--- config.mk ---
export PLATFORM = sky130hd
export DESIGN_NAME = acc_window_avg
export DESIGN_NICKNAME = d
export VERILOG_FILES = /design/src/rtl/acc_window_avg.sv
export SDC_FILE = /design/constraint.sdc
export NUM_CORES = 1
export LEC_CHECK = 0
export BUFFER_PORTS_ARGS = -buffer_cell sky130_fd_sc_hd__buf_2
export CAP_MARGIN = 20
export CORE_MARGIN = 2
export CORE_UTILIZATION = 50
export CTS_BUF_LIST = sky130_fd_sc_hd__clkbuf_8
export DETAILED_ROUTE_END_ITERATION = 8
export PLACE_DENSITY = 0.87
export SETUP_SLACK_MARGIN = 0.02
export SLEW_MARGIN = 10
export SYNTH_ARGS = -nofsm -noshare
export SYNTH_HDL_FRONTEND = slang
export SYNTH_SLANG_ARGS = --single-unit
--- constraint.sdc ---
create_clock -name clk -period 3.94 [get_ports clk]
set_clock_uncertainty 0.2 [all_clocks]
set_input_delay 0.591 -clock clk [delete_from_list [all_inputs] [get_ports clk]]
set_output_delay 0.591 -clock clk [all_outputs]
set_load 0.05 [all_outputs]
--- src/rtl/acc_window_avg.sv ---
// Window controller/averager around an external Q8.12 accumulator: counts 2^LOG2N Q4.12 samples,
// then emits the rounded, saturated window mean on a valid/ready output.
module acc_window_avg #(
  parameter int unsigned LOG2N = 2
) (
  input  logic        clk,
  input  logic        reset,
  input  logic        s_valid,
  output logic        s_ready,
  input  logic [15:0] s_data,
  input  logic        flush,
  output logic        acc_en,
  output logic [15:0] acc_din,
  output logic        acc_rst,
  input  logic [19:0] acc_sum,
  output logic        m_valid,
  input  logic        m_ready,
  output logic [15:0] m_data,
  output logic        m_partial
);

  localparam int unsigned WinLen = 1 << LOG2N;
  localparam int unsigned CntW   = LOG2N + 1;
  localparam logic [CntW-1:0] LastCnt = CntW'(WinLen - 1);
  // Half an LSB of the divided result; zero when the window is a single sample.
  localparam logic signed [20:0] Rnd = 21'((1 << LOG2N) >> 1);

  localparam logic [0:0] StAccum = 1'b0;
  localparam logic [0:0] StDump  = 1'b1;

  logic [0:0]      state_q, state_d;
  logic [CntW-1:0] count_q, count_d;
  logic            partial_q, partial_d;

  logic            accept;
  logic            slot_free;
  logic            dump_fire;

  logic signed [20:0] rnd_sum;
  logic signed [20:0] shifted;
  logic [15:0]        mean_sat;

  always_comb begin
    s_ready   = !reset && (state_q == StAccum);
    accept    = s_valid && s_ready;
    slot_free = !m_valid || m_ready;
    dump_fire = !reset && (state_q == StDump) && slot_free;
    acc_en    = accept;
    acc_din   = s_data;
    acc_rst   = reset || dump_fire;
  end

  always_comb begin
    state_d   = state_q;
    count_d   = count_q;
    partial_d = partial_q;
    case (state_q)
      StAccum: begin
        if (accept) begin
          count_d = count_q + 1'b1;
        end
        // A completing sample wins over a same-cycle flush: the window is full, not partial.
        if (accept && (count_q == LastCnt)) begin
          state_d   = StDump;
          partial_d = 1'b0;
        end else if (flush && (count_d != '0)) begin
          state_d   = StDump;
          partial_d = 1'b1;
        end
      end
      StDump: begin
        if (dump_fire) begin
          state_d = StAccum;
          count_d = '0;
        end
      end
      default: begin
        state_d = StAccum;
      end
    endcase
  end

  always_comb begin
    rnd_sum = $signed({acc_sum[19], acc_sum}) + Rnd;
    shifted = rnd_sum >>> LOG2N;
    if (shifted > 21'sd32767) begin
      mean_sat = 16'h7FFF;
    end else if (shifted < -21'sd32768) begin
      mean_sat = 16'h8000;
    end else begin
      mean_sat = shifted[15:0];
    end
  end

  always_ff @(posedge clk) begin
    if (reset) begin
      state_q   <= StAccum;
      count_q   <= '0;
      partial_q <= 1'b0;
      m_valid   <= 1'b0;
      m_data    <= 16'h0000;
      m_partial <= 1'b0;
    end else begin
      state_q   <= state_d;
      count_q   <= count_d;
      partial_q <= partial_d;
      if (dump_fire) begin
        m_valid   <= 1'b1;
        m_data    <= mean_sat;
        m_partial <= partial_q;
      end else if (m_valid && m_ready) begin
        m_valid <= 1'b0;
      end
    end
  end

endmodule
Word level (Yosys, flattened, before mapping)

Index checks and enable logic that the tools add are counted.

Bits in registers: 23
Latch bits: 0
Bits in writable memories: 0
Bits in read-only memories: 0
Output and inout bits: 37
Word-level logic and storage cells: 42
Memories: 0

$add $sub $neg: 2
Multipliers: 0
Divide/modulo/power cells: 0
Magnitude comparators: 2
Equality and inequality tests: 2
Shift operators: 0
Multiplexer cells: 14
Bitwise operators: 1
Reductions and logical operators: 15

Operator list:

| kind                                                                               | count |
|---|---|
| 16-bit two-way mux                                                                 | 2 |
| 20-bit by 3-bit adder with 21-bit output (second input constant)                   | 1 |
| 19-bit by 16-bit greater-than comparator with 1-bit output (second input constant) | 1 |
| 19-bit by 16-bit less-than comparator with 1-bit output (second input constant)    | 1 |
| 3-bit two-way mux                                                                  | 3 |
| 1-bit logical AND                                                                  | 7 |
| 1-bit two-way mux                                                                  | 7 |
| 3-bit one-hot mux with 2 select lines                                              | 1 |
| 2-bit nonzero test                                                                 | 2 |
| 3-bit by 1-bit adder with 3-bit output (second input constant)                     | 1 |
| 3-bit by 2-bit equality test with 1-bit output (second input constant)             | 1 |
| 3-bit nonzero test                                                                 | 1 |
| 1-bit zero test                                                                    | 2 |
| 1-bit logical OR                                                                   | 2 |
| 2-bit by 1-bit inequality test with 1-bit output (second input constant)           | 1 |
| 1-bit one-hot mux with 2 select lines                                              | 1 |
| 2-bit AND reduction                                                                | 1 |
| 1-bit inverter                                                                     | 1 |

Depth between registers and ports, before layout

Gate-level depths: netlist of the first run.

Word-level depth: 10
Mapped depth: 7
Depth with buffers taken out: 6

Least setup slack after synthesis of the first run

OpenSTA, ideal clock, no wires.

Path kind: input-to-reg
Start point: input port reset
End point: register partial_q
Setup time: 128 ps
Data arrival time: 2198 ps
Required time: 3612 ps
Slack: 1414 ps
Stages on the path: 6
Cell sequence: buf_2 > nor3b_2 > nand4b_1 > a32o_1 > a21oi_1 > a311oi_1

Cells in the longest elaborated chain, start to end: 9

Ends and longest elaborated chain:

| element                              | line | text |
|---|---|---|
| start, declared                      | 7    | `input logic reset,` |
| 1-bit zero test *                    | 44   | `s_ready = !reset && (state_q == StAccum);` |
| 1-bit logical AND *                  | 44   |  |
| 1-bit logical AND *                  | 45   | `accept = s_valid && s_ready;` |
| via acc_en                           | 12   | `output logic acc_en,` |
| 3-bit two-way mux                    | 59   | `if (accept) begin` |
| 3-bit two-way mux                    | 57   | `case (state_q)` |
| 3-bit nonzero test                   | 66   | `end else if (flush && (count_d != '0)) begin` |
| 1-bit logical AND                    | 66   |  |
| 2-bit nonzero test (no source line)  | n/a  |  |
| 2-bit AND reduction (no source line) | n/a  |  |
| end signal, assigned                 | 106  | `partial_q <= partial_d;` |
| end, declared                        | 33   | `logic partial_q, partial_d;` |

The timed path passes the listed nets; every way through them passes the cells marked *. The select of a mux whose other input is x is not followed.
A chain may end at the register's enable or synchronous reset.

Worst setup path after layout of the first run

Start point: input port acc_sum[1]
End point: register m_data[8]

Cells in the longest elaborated chain, start to end: 4

Ends and longest elaborated chain:

| element                                                 | line | text |
|---|---|---|
| start, declared                                         | 15   | `input logic [19:0] acc_sum,` |
| 20-bit by 3-bit adder with 21-bit output *              | 84   | `rnd_sum = $signed({acc_sum[19], acc_sum}) + Rnd;` |
| 19-bit by 16-bit less-than comparator with 1-bit output | 88   | `end else if (shifted < -21'sd32768) begin` |
| 16-bit two-way mux                                      | 88   |  |
| 16-bit two-way mux *                                    | 86   | `if (shifted > 21'sd32767) begin` |
| end signal, assigned                                    | 109  | `m_data <= mean_sat;` |
| end, declared                                           | 18   | `output logic [15:0] m_data,` |

Every way passes the cells marked *; elsewhere a longest branch is shown, timed or not.

==> key figures, run 1 <==
Die
  • Core footprint: between 2000 and 3000 um2
  • Die Y: around 59 um
  • Die Wd: 59.1 um
  • Initial Util: 0.536
  • Boundary Pins: approximately 80
  • Rows: 19
  • Die area: 3490 um2

Logic synthesis
  • Register bit total from synthesis: 23
  • Cell count after synthesis: around 160
  • Synth top area cells: dfxtp_1 30%, o211ai_2 9.1%, buf_4 7.9%
  • Synth cell types: 43
  • Dominant synthesized flop cell: dfxtp_1
  • Syn nets: around 210
  • EDFF count, synth: 0
  • Post-synthesis sequential area ratio: 0.303
  • Mapped cell area: about 1500 um2
  • Syn_area_per_cell: 9.37 um2
  • Post-synthesis async set-or-reset flop share: 0
  • Yosys warning count: 0
  • Largest area contributor in the netlist: dfxtp_1
  • Synth top area share: 0.303

STA
  • Fmax: 404 MHz
  • RSZ-0062 raised after global routing: no
  • Setup TNS: 0 ns
  • Relative slew slack: 0.592
  • Crit share post-route: 0.629
  • Worst Tran Pin Value: 0.609 ns
  • Tmin final: ~2.5 ns
  • Final number of max-transition violations: 0
  • Fin. Hold Viols: 0
  • # setup viols final: 0

Worst hold path
  • HP Class: reg2reg
  • Worst hold stages: 2
  • Hold path startpoint: m_data[5]
  • Hold Path Sink: m_data[5]

Placement
  • Hpwl dp: 2.45 mm
  • PortBufs: 44
  • GP Congestion: about 0.84

Pwr
  • Power share of the combinational group: 0.328
  • Switching Fraction: 0.368
  • Switching power: ~0.22 mW
  • Clk pwr share: 0.229
  • Max VDD drop: 0.181 mV
  • Reg power frac: 0.442
  • Internal power: between 0.3 and 0.4 mW
  • Leakage: ~0.73 nW
  • Final Power: approximately 0.61 mW
  • Power Dens Cells: about 360 nW/um2

CTS
  • CTS tree: done
  • Hold-fix buffers, CTS: 0
  • Maximum clock path buffer count: 2
  • Resized cells post-CTS: 0
  • Post-CTS Setup Bufs: 0
  • Total CTS buffers: 3
  • Worst-path clk slew: 0.08 ns
  • Clock network latency to the later pin of the worst-skew pair: between 0.2 and 0.3 ns
  • Root Buffer: clkbuf_8
  • Clk sinks: 23
  • H-tree depth: 1

Worst setup path
  • Arr. time, crit path: between 2 and 2.5 ns
  • Worst Path Required: approximately 3.9 ns
  • WP depth: 7
  • Reg-to-Reg End: partial_q
  • Critical Path Slowest Stage Cell: o211ai_4
  • Critical path buffers and inverters: 1
  • Reg2Reg Setup Slack: ~2.2 ns
  • CP Class: in2reg
  • Startpoint Class: primary input
  • Critical Path Fanout Max: 15
  • Top delay family on crit path: compound AO/OA/AOI/OAI gates
  • Largest stage delay, worst path: 0.51 ns
  • FF-to-FF path depth: 5
  • CP Capture Type: flop
  • RR Startpoint: state_q
  • Worst-path cell chain: buf_2 > ha_1 > nand4_1 > nor4_4 > mux2_4 > o211ai_4 > o211ai_1

Drt
  • DR iter-0 viols: 20
  • Final WL: between 3 and 4 mm
  • Wire length per cell: about 14 um
  • Uppermost routed layer: met4
  • Initial DRT Pass Iterations: 4
  • Routed vias: around 1300
  • Met2 WL: 1.59 mm
  • # DRC: 0
  • WL met3: roughly 190 um
  • WL met1: between 1 and 1.5 mm
  • Post-DRT Antenna Nets: 0
  • Via-per-instance ratio: approximately 5.8

GRT
  • Largest net degree at the start of global routing: 20
  • Initial antenna violation count: 0
  • Remaining Overflow, GRT: 0
  • Total track usage: 0.185
  • Vias in the first global route: approximately 1100
  • First-pass GRT wire length: roughly 5.0 mm

Cells and area
  • Most frequent cells in the layout: 44 x buf_2, 23 x dfxtp_1, 22 x nand2_1, 11 x o211ai_2, 10 x nand3_1
  • Area Overhead vs Synth: 9.98%
  • Layout Nets: 235
  • Antenna diodes: 0
  • Commonest non-fill, non-tap cell in the layout: buf_2
  • Share of layout cells above drive strength 1: 0.379

Flow run
  • Max-cap violations: 0

Run status
  • Status: finished, final reports clean
-- final cells by class --
type | instances | area [um2]
timing repair buffer | 45 | 228
clock buffer | 3 | 41.3
tap | 31 | 38.8
clock inverter | 1 | 3.75
multi-input combinational | 112 | 875
inverter | 6 | 22.5
fill | 249 | 1160
sequential | 23 | 460
-- how the worst max path moves through the flow --
| stage | startpoint | end | slack, ns |
|---|---|---|---|
| after floorplan | reset | partial_q | 1.41 |
| after global routing | acc_sum[1] | m_data[6] | 1.32 |
| after detailed placement | acc_sum[1] | m_data[6] | 1.22 |
| final | acc_sum[1] | m_data[8] | 1.46 |
| after global placement | acc_sum[1] | m_data[7] | 1.20 |
| after CTS | acc_sum[1] | m_data[6] | 1.46 |
-- tightest hold or removal path, stage by stage (launching register included) --
cell      delay, ns
dfxtp_1        0.33
nand2_1        0.06
o211ai_2       0.05
-- per-stage QoR --
| stage | utilization | cell area, um2 | hold WS [ns] | std cells | setup slack (ns) |
|---|---|---|---|---|---|
| 3_3_place_gp | 0.574 | 1620 | 0.252 | 217 | 1.20 |
| 5_1_grt | 0.590 | 1670 | 0.299 | 221 | 1.32 |
| 3_5_place_dp | 0.574 | 1620 | 0.252 | 217 | 1.22 |
| 6_report | 0.590 | 1670 | 0.273 | 221 | 1.46 |
| 2_1_floorplan | - | 1520 | 0.243 | 162 | 1.41 |
| 4_1_cts | 0.590 | 1670 | 0.279 | 221 | 1.46 |
-- cell families (layout without fill, tap and decap cells) --
group / count (synthesis) / count (layout) / share of synthesized area
multiplexers: 1 / 1 / 0.00989
XOR/XNOR: 14 / 14 / 0.0808
adder cells (fa/ha/maj): 3 / 3 / 0.0247
flip-flops: 23 / 23 / 0.303
AO/OA/AOI/OAI: 34 / 34 / 0.223
AND/OR/NAND/NOR: 60 / 60 / 0.238
buffers and inverters: 27 / 55 / 0.120
-- per-layer routing --
| layer | vias to the layer above | track usage |
|---|---|---|
| met1 | 612 | 0.227 |
| met4 | 0 | 0.0487 |
| met5 | - | 0 |
| met3 | 8 | 0.0393 |
| met2 | 38 | 0.325 |
| li1 | 626 | - |
-- power groups by stage --
stage | logic [mW] | registers [mW] | clock network (mW)
6_report | 0.199 | 0.268 | 0.139
5_1_grt | 0.212 | 0.271 | 0.156
4_1_cts | 0.199 | 0.268 | 0.143
3_5_place_dp | 0.198 | 0.274 | 0
3_3_place_gp | 0.196 | 0.273 | 0
2_1_floorplan | 0.128 | 0.333 | 0
-- sequential cells by signal, summed over array words and instances (netlist names) --
| name | count |
|---|---|
| m_data | 16 |
| count_q | 3 |
| m_partial | 1 |
| m_valid | 1 |
| partial_q | 1 |
| state_q | 1 |
-- synth_stat cells, drive strengths merged, types with 3 or more instances --
cell	number
nor4	4
a22o	3
nor2	8
o211ai	17
buf	20
inv	6
xor2	6
dfxtp	23
xnor2	8
a21oi	6
nand4	5
nand2	22
ha	3
nand3	10
Power figures use the tool's default switching activity.
==> run 2: changes to the inputs <==
--- a/config.mk
+++ b/config.mk
@@ -8,10 +8,10 @@
 export BUFFER_PORTS_ARGS = -buffer_cell sky130_fd_sc_hd__buf_2
 export CAP_MARGIN = 20
 export CORE_MARGIN = 2
-export CORE_UTILIZATION = 50
+export CORE_UTILIZATION = 42
 export CTS_BUF_LIST = sky130_fd_sc_hd__clkbuf_8
 export DETAILED_ROUTE_END_ITERATION = 8
-export PLACE_DENSITY = 0.87
+export PLACE_DENSITY = 0.78
 export SETUP_SLACK_MARGIN = 0.02
 export SLEW_MARGIN = 10
 export SYNTH_ARGS = -nofsm -noshare
==> constraint.sdc (replaced) <==
create_clock -name clk -period 2 [get_ports clk]
set_clock_uncertainty 0.2 [all_clocks]
set_input_delay 0.3 -clock clk [delete_from_list [all_inputs] [get_ports clk]]
set_output_delay 0.3 -clock clk [all_outputs]
set_load 0.05 [all_outputs]
==> key figures, run 2 (synthesized netlist as in run 1, its figures left out) <==
Run status
  • Status: finished, final reports clean

Worst setup path
  • RR Startpoint: state_q
  • Critical Path Fanout Max: 8 (-7)
  • Startpoint Class: primary input
  • CP Class: in2reg
  • Reg-to-Reg End: partial_q
  • Worst-path cell chain: buf_2 > ha_4 > nand4_1 > nor4_4 > mux2_4 > o211ai_4 > buf_4 > o211ai_2
  • Reg2Reg Setup Slack: 0.20 ns (-1.98 ns)
  • CP Capture Type: flop
  • Largest stage delay, worst path: 0.35 ns (-0.16 ns)
  • Critical Path Slowest Stage Cell: mux2_4
  • Critical Path Start: acc_sum[1]
  • Crit path to: m_data[13]
  • FF-to-FF path depth: 5 (unchanged)
  • Arr. time, crit path: 1.76 ns (-0.63 ns)
  • Worst Path Required: 1.95 ns (-1.90 ns)

Cells and area
  • Top reg by flops: m_data
  • Commonest non-fill, non-tap cell in the layout: buf_2
  • Layout Nets: 257 (+9.4%)
  • Final core utilization: 0.554 (-0.0358)
  • Area Overhead vs Synth: 24.7%
  • Antenna diodes: 0 (unchanged)
  • Share of layout cells above drive strength 1: 0.462 (+0.0833)
  • # fillers: 327 (+31%)
  • Most frequent cells in the layout: 44 x buf_2, 22 x nand2_1, 22 x dfxtp_1, 22 x buf_4, 11 x o211ai_2
  • Max FFs per register: 16 (unchanged)
  • Largest regs: m_data (16), count_q (3)

STA
  • Fmax: 554 MHz
  • Worst Tran Pin Value: 0.393 ns (-0.216 ns)
  • Crit share post-route: 0.902
  • # setup viols final: 0 (unchanged)
  • RSZ-0062 raised after global routing: no
  • Fin. Hold Viols: 0 (unchanged)
  • Relative slew slack: 0.735 (+0.143)
  • Final number of max-transition violations: 0 (unchanged)
  • Setup slack after layout: 0.196 ns (-1.27 ns)
  • Tmin final: ~1.8 ns
  • Hold Slack: 0.0682 ns (-0.205 ns)

CTS
  • Worst-path clk slew: 0.09 ns (about the same)
  • Post-CTS Setup Bufs: 0 (unchanged)
  • Maximum clock path buffer count: 2 (unchanged)
  • H-tree depth: 1 (unchanged)
  • Resized cells post-CTS: 0 (unchanged)
  • Root Buffer: clkbuf_8
  • Total CTS buffers: 3 (unchanged)
  • CTS tree: done
  • Clock network latency to the later pin of the worst-skew pair: 0.26 ns (about the same)
  • Clk sinks: 23 (unchanged)
  • Hold-fix buffers, CTS: 0 (unchanged)

Drt
  • Final WL: 3.19 mm (+0.44%)
  • Wire length per cell: 12.4 um (-14%)
  • Routed vias: 1311 (+2.1%)
  • # DRC: 0 (unchanged)
  • DR iter-0 viols: 62 (+210%)
  • Post-DRT Antenna Nets: 0 (unchanged)
  • Via-per-instance ratio: 5.08 (-13%)
  • Initial DRT Pass Iterations: 4 (unchanged)

GRT
  • Initial antenna violation count: 0 (unchanged)
  • First-pass GRT wire length: 5.07 mm (+1.7%)
  • Remaining Overflow, GRT: 0 (unchanged)
  • Met2 usage: 0.255 (-0.0702)
  • Total track usage: 0.155 (-0.0295)
  • Gr busiest metal: met2
  • Largest net degree at the start of global routing: 19 (-5.0%)
  • Vias in the first global route: 1188 (+3.8%)
  • GR Util met1: 0.209 (-0.0177)
  • Routing usage on met3: 0.0194 (-0.0199)

Pwr
  • Power Dens Cells: 660 nW/um2 (+82%)
  • Power share of the combinational group: 0.340 (+0.012)
  • Internal power: 0.787 mW (+110%)
  • Max VDD drop: 0.281 mV (+56%)
  • Clk pwr share: 0.236 (+0.007)
  • Leakage: 0.836 nW (+15%)
  • Switching power: 0.463 mW (+110%)
  • Reg power frac: 0.424 (-0.018)
  • Final Power: 1.25 mW (+110%)
  • Switching Fraction: 0.371 (+0.00248)

Worst hold path
  • HP Class: in2reg

Placement
  • PortBufs: 44 (unchanged)
  • GP Congestion: 0.887 (+5.0%)
  • Hpwl dp: 2.61 mm (+6.6%)
  • Pre-CTS setup slack: -0.0959 ns (-1.31 ns)

Die
  • Die Y: 64.1 um (+8.5%)
  • Die Wd: 64.1 um (+8.5%)
  • Boundary Pins: 78 (unchanged)
  • Initial Util: 0.444 (-0.0922)
  • Die area: 4110 um2 (+18%)
  • Core footprint: 3420 um2 (+21%)
  • Rows: 21 (+2)

Flow run
  • Max-cap violations: 0 (unchanged)
==> run 2: power by group through the flow <==
stage	clock network [mW]	registers, mW	logic, mW
3_3_place_gp	0	0.539	0.422
5_1_grt	0.324	0.536	0.452
3_5_place_dp	0	0.542	0.426
2_1_floorplan	0	0.659	0.257
4_1_cts	0.304	0.531	0.427
6_report	0.295	0.530	0.424
==> run 2: worst min path at each step <==
| stage | endpoint | start | slack, ns | depth (start not counted) |
|---|---|---|---|---|
| 4_1_cts | partial_q | s_valid | 0.06 | 2 |
| 3_5_place_dp | m_data[4] | m_data[4] | 0.25 | 2 |
| 3_3_place_gp | m_data[5] | m_data[5] | 0.24 | 2 |
| 5_1_grt | partial_q | s_valid | 0.07 | 2 |
| 6_report | partial_q | s_valid | 0.07 | 2 |
| 2_1_floorplan | partial_q | s_valid | 0.21 | 1 |
==> run 2: layout make-up <==
class | count | area [um2] | share of cell area
timing repair buffer | 67 | 405 | 0.214
inverter | 6 | 22.5 | 0.0119
sequential | 23 | 462 | 0.244
tap | 46 | 57.6 | 0.0304
clock buffer | 3 | 41.3 | 0.0218
clock inverter | 1 | 7.51 | 0.00397
multi-input combinational | 112 | 897 | 0.474
==> run 2: stage by stage <==
step | cell area, um2 | cells | setup TNS (ns)
after floorplan | 1540 | 162 | 0
after global placement | 1840 | 254 | -0.920
after detailed placement | 1840 | 254 | -1.23
after CTS | 1890 | 258 | 0
after global routing | 1890 | 258 | 0
final | 1890 | 258 | 0
==> run 2: worst max-delay path, delay by kind of cell <==
| kind | cells | cell delay (ns) |
|---|---|---|
| AO/OA/AOI/OAI | 2 | 0.26 |
| multiplexers | 1 | 0.35 |
| AND/OR/NAND/NOR | 2 | 0.38 |
| buffers and inverters | 2 | 0.32 |
| adder cells (fa/ha/maj) | 1 | 0.14 |
==> run 2: layer usage <==
layer / routed length, um / vias up
met2: 1550 / 27
met1: 1420 / 606
li1: - / 674
met3: 196 / 4
met5: 0 / -
met4: 31 / 0
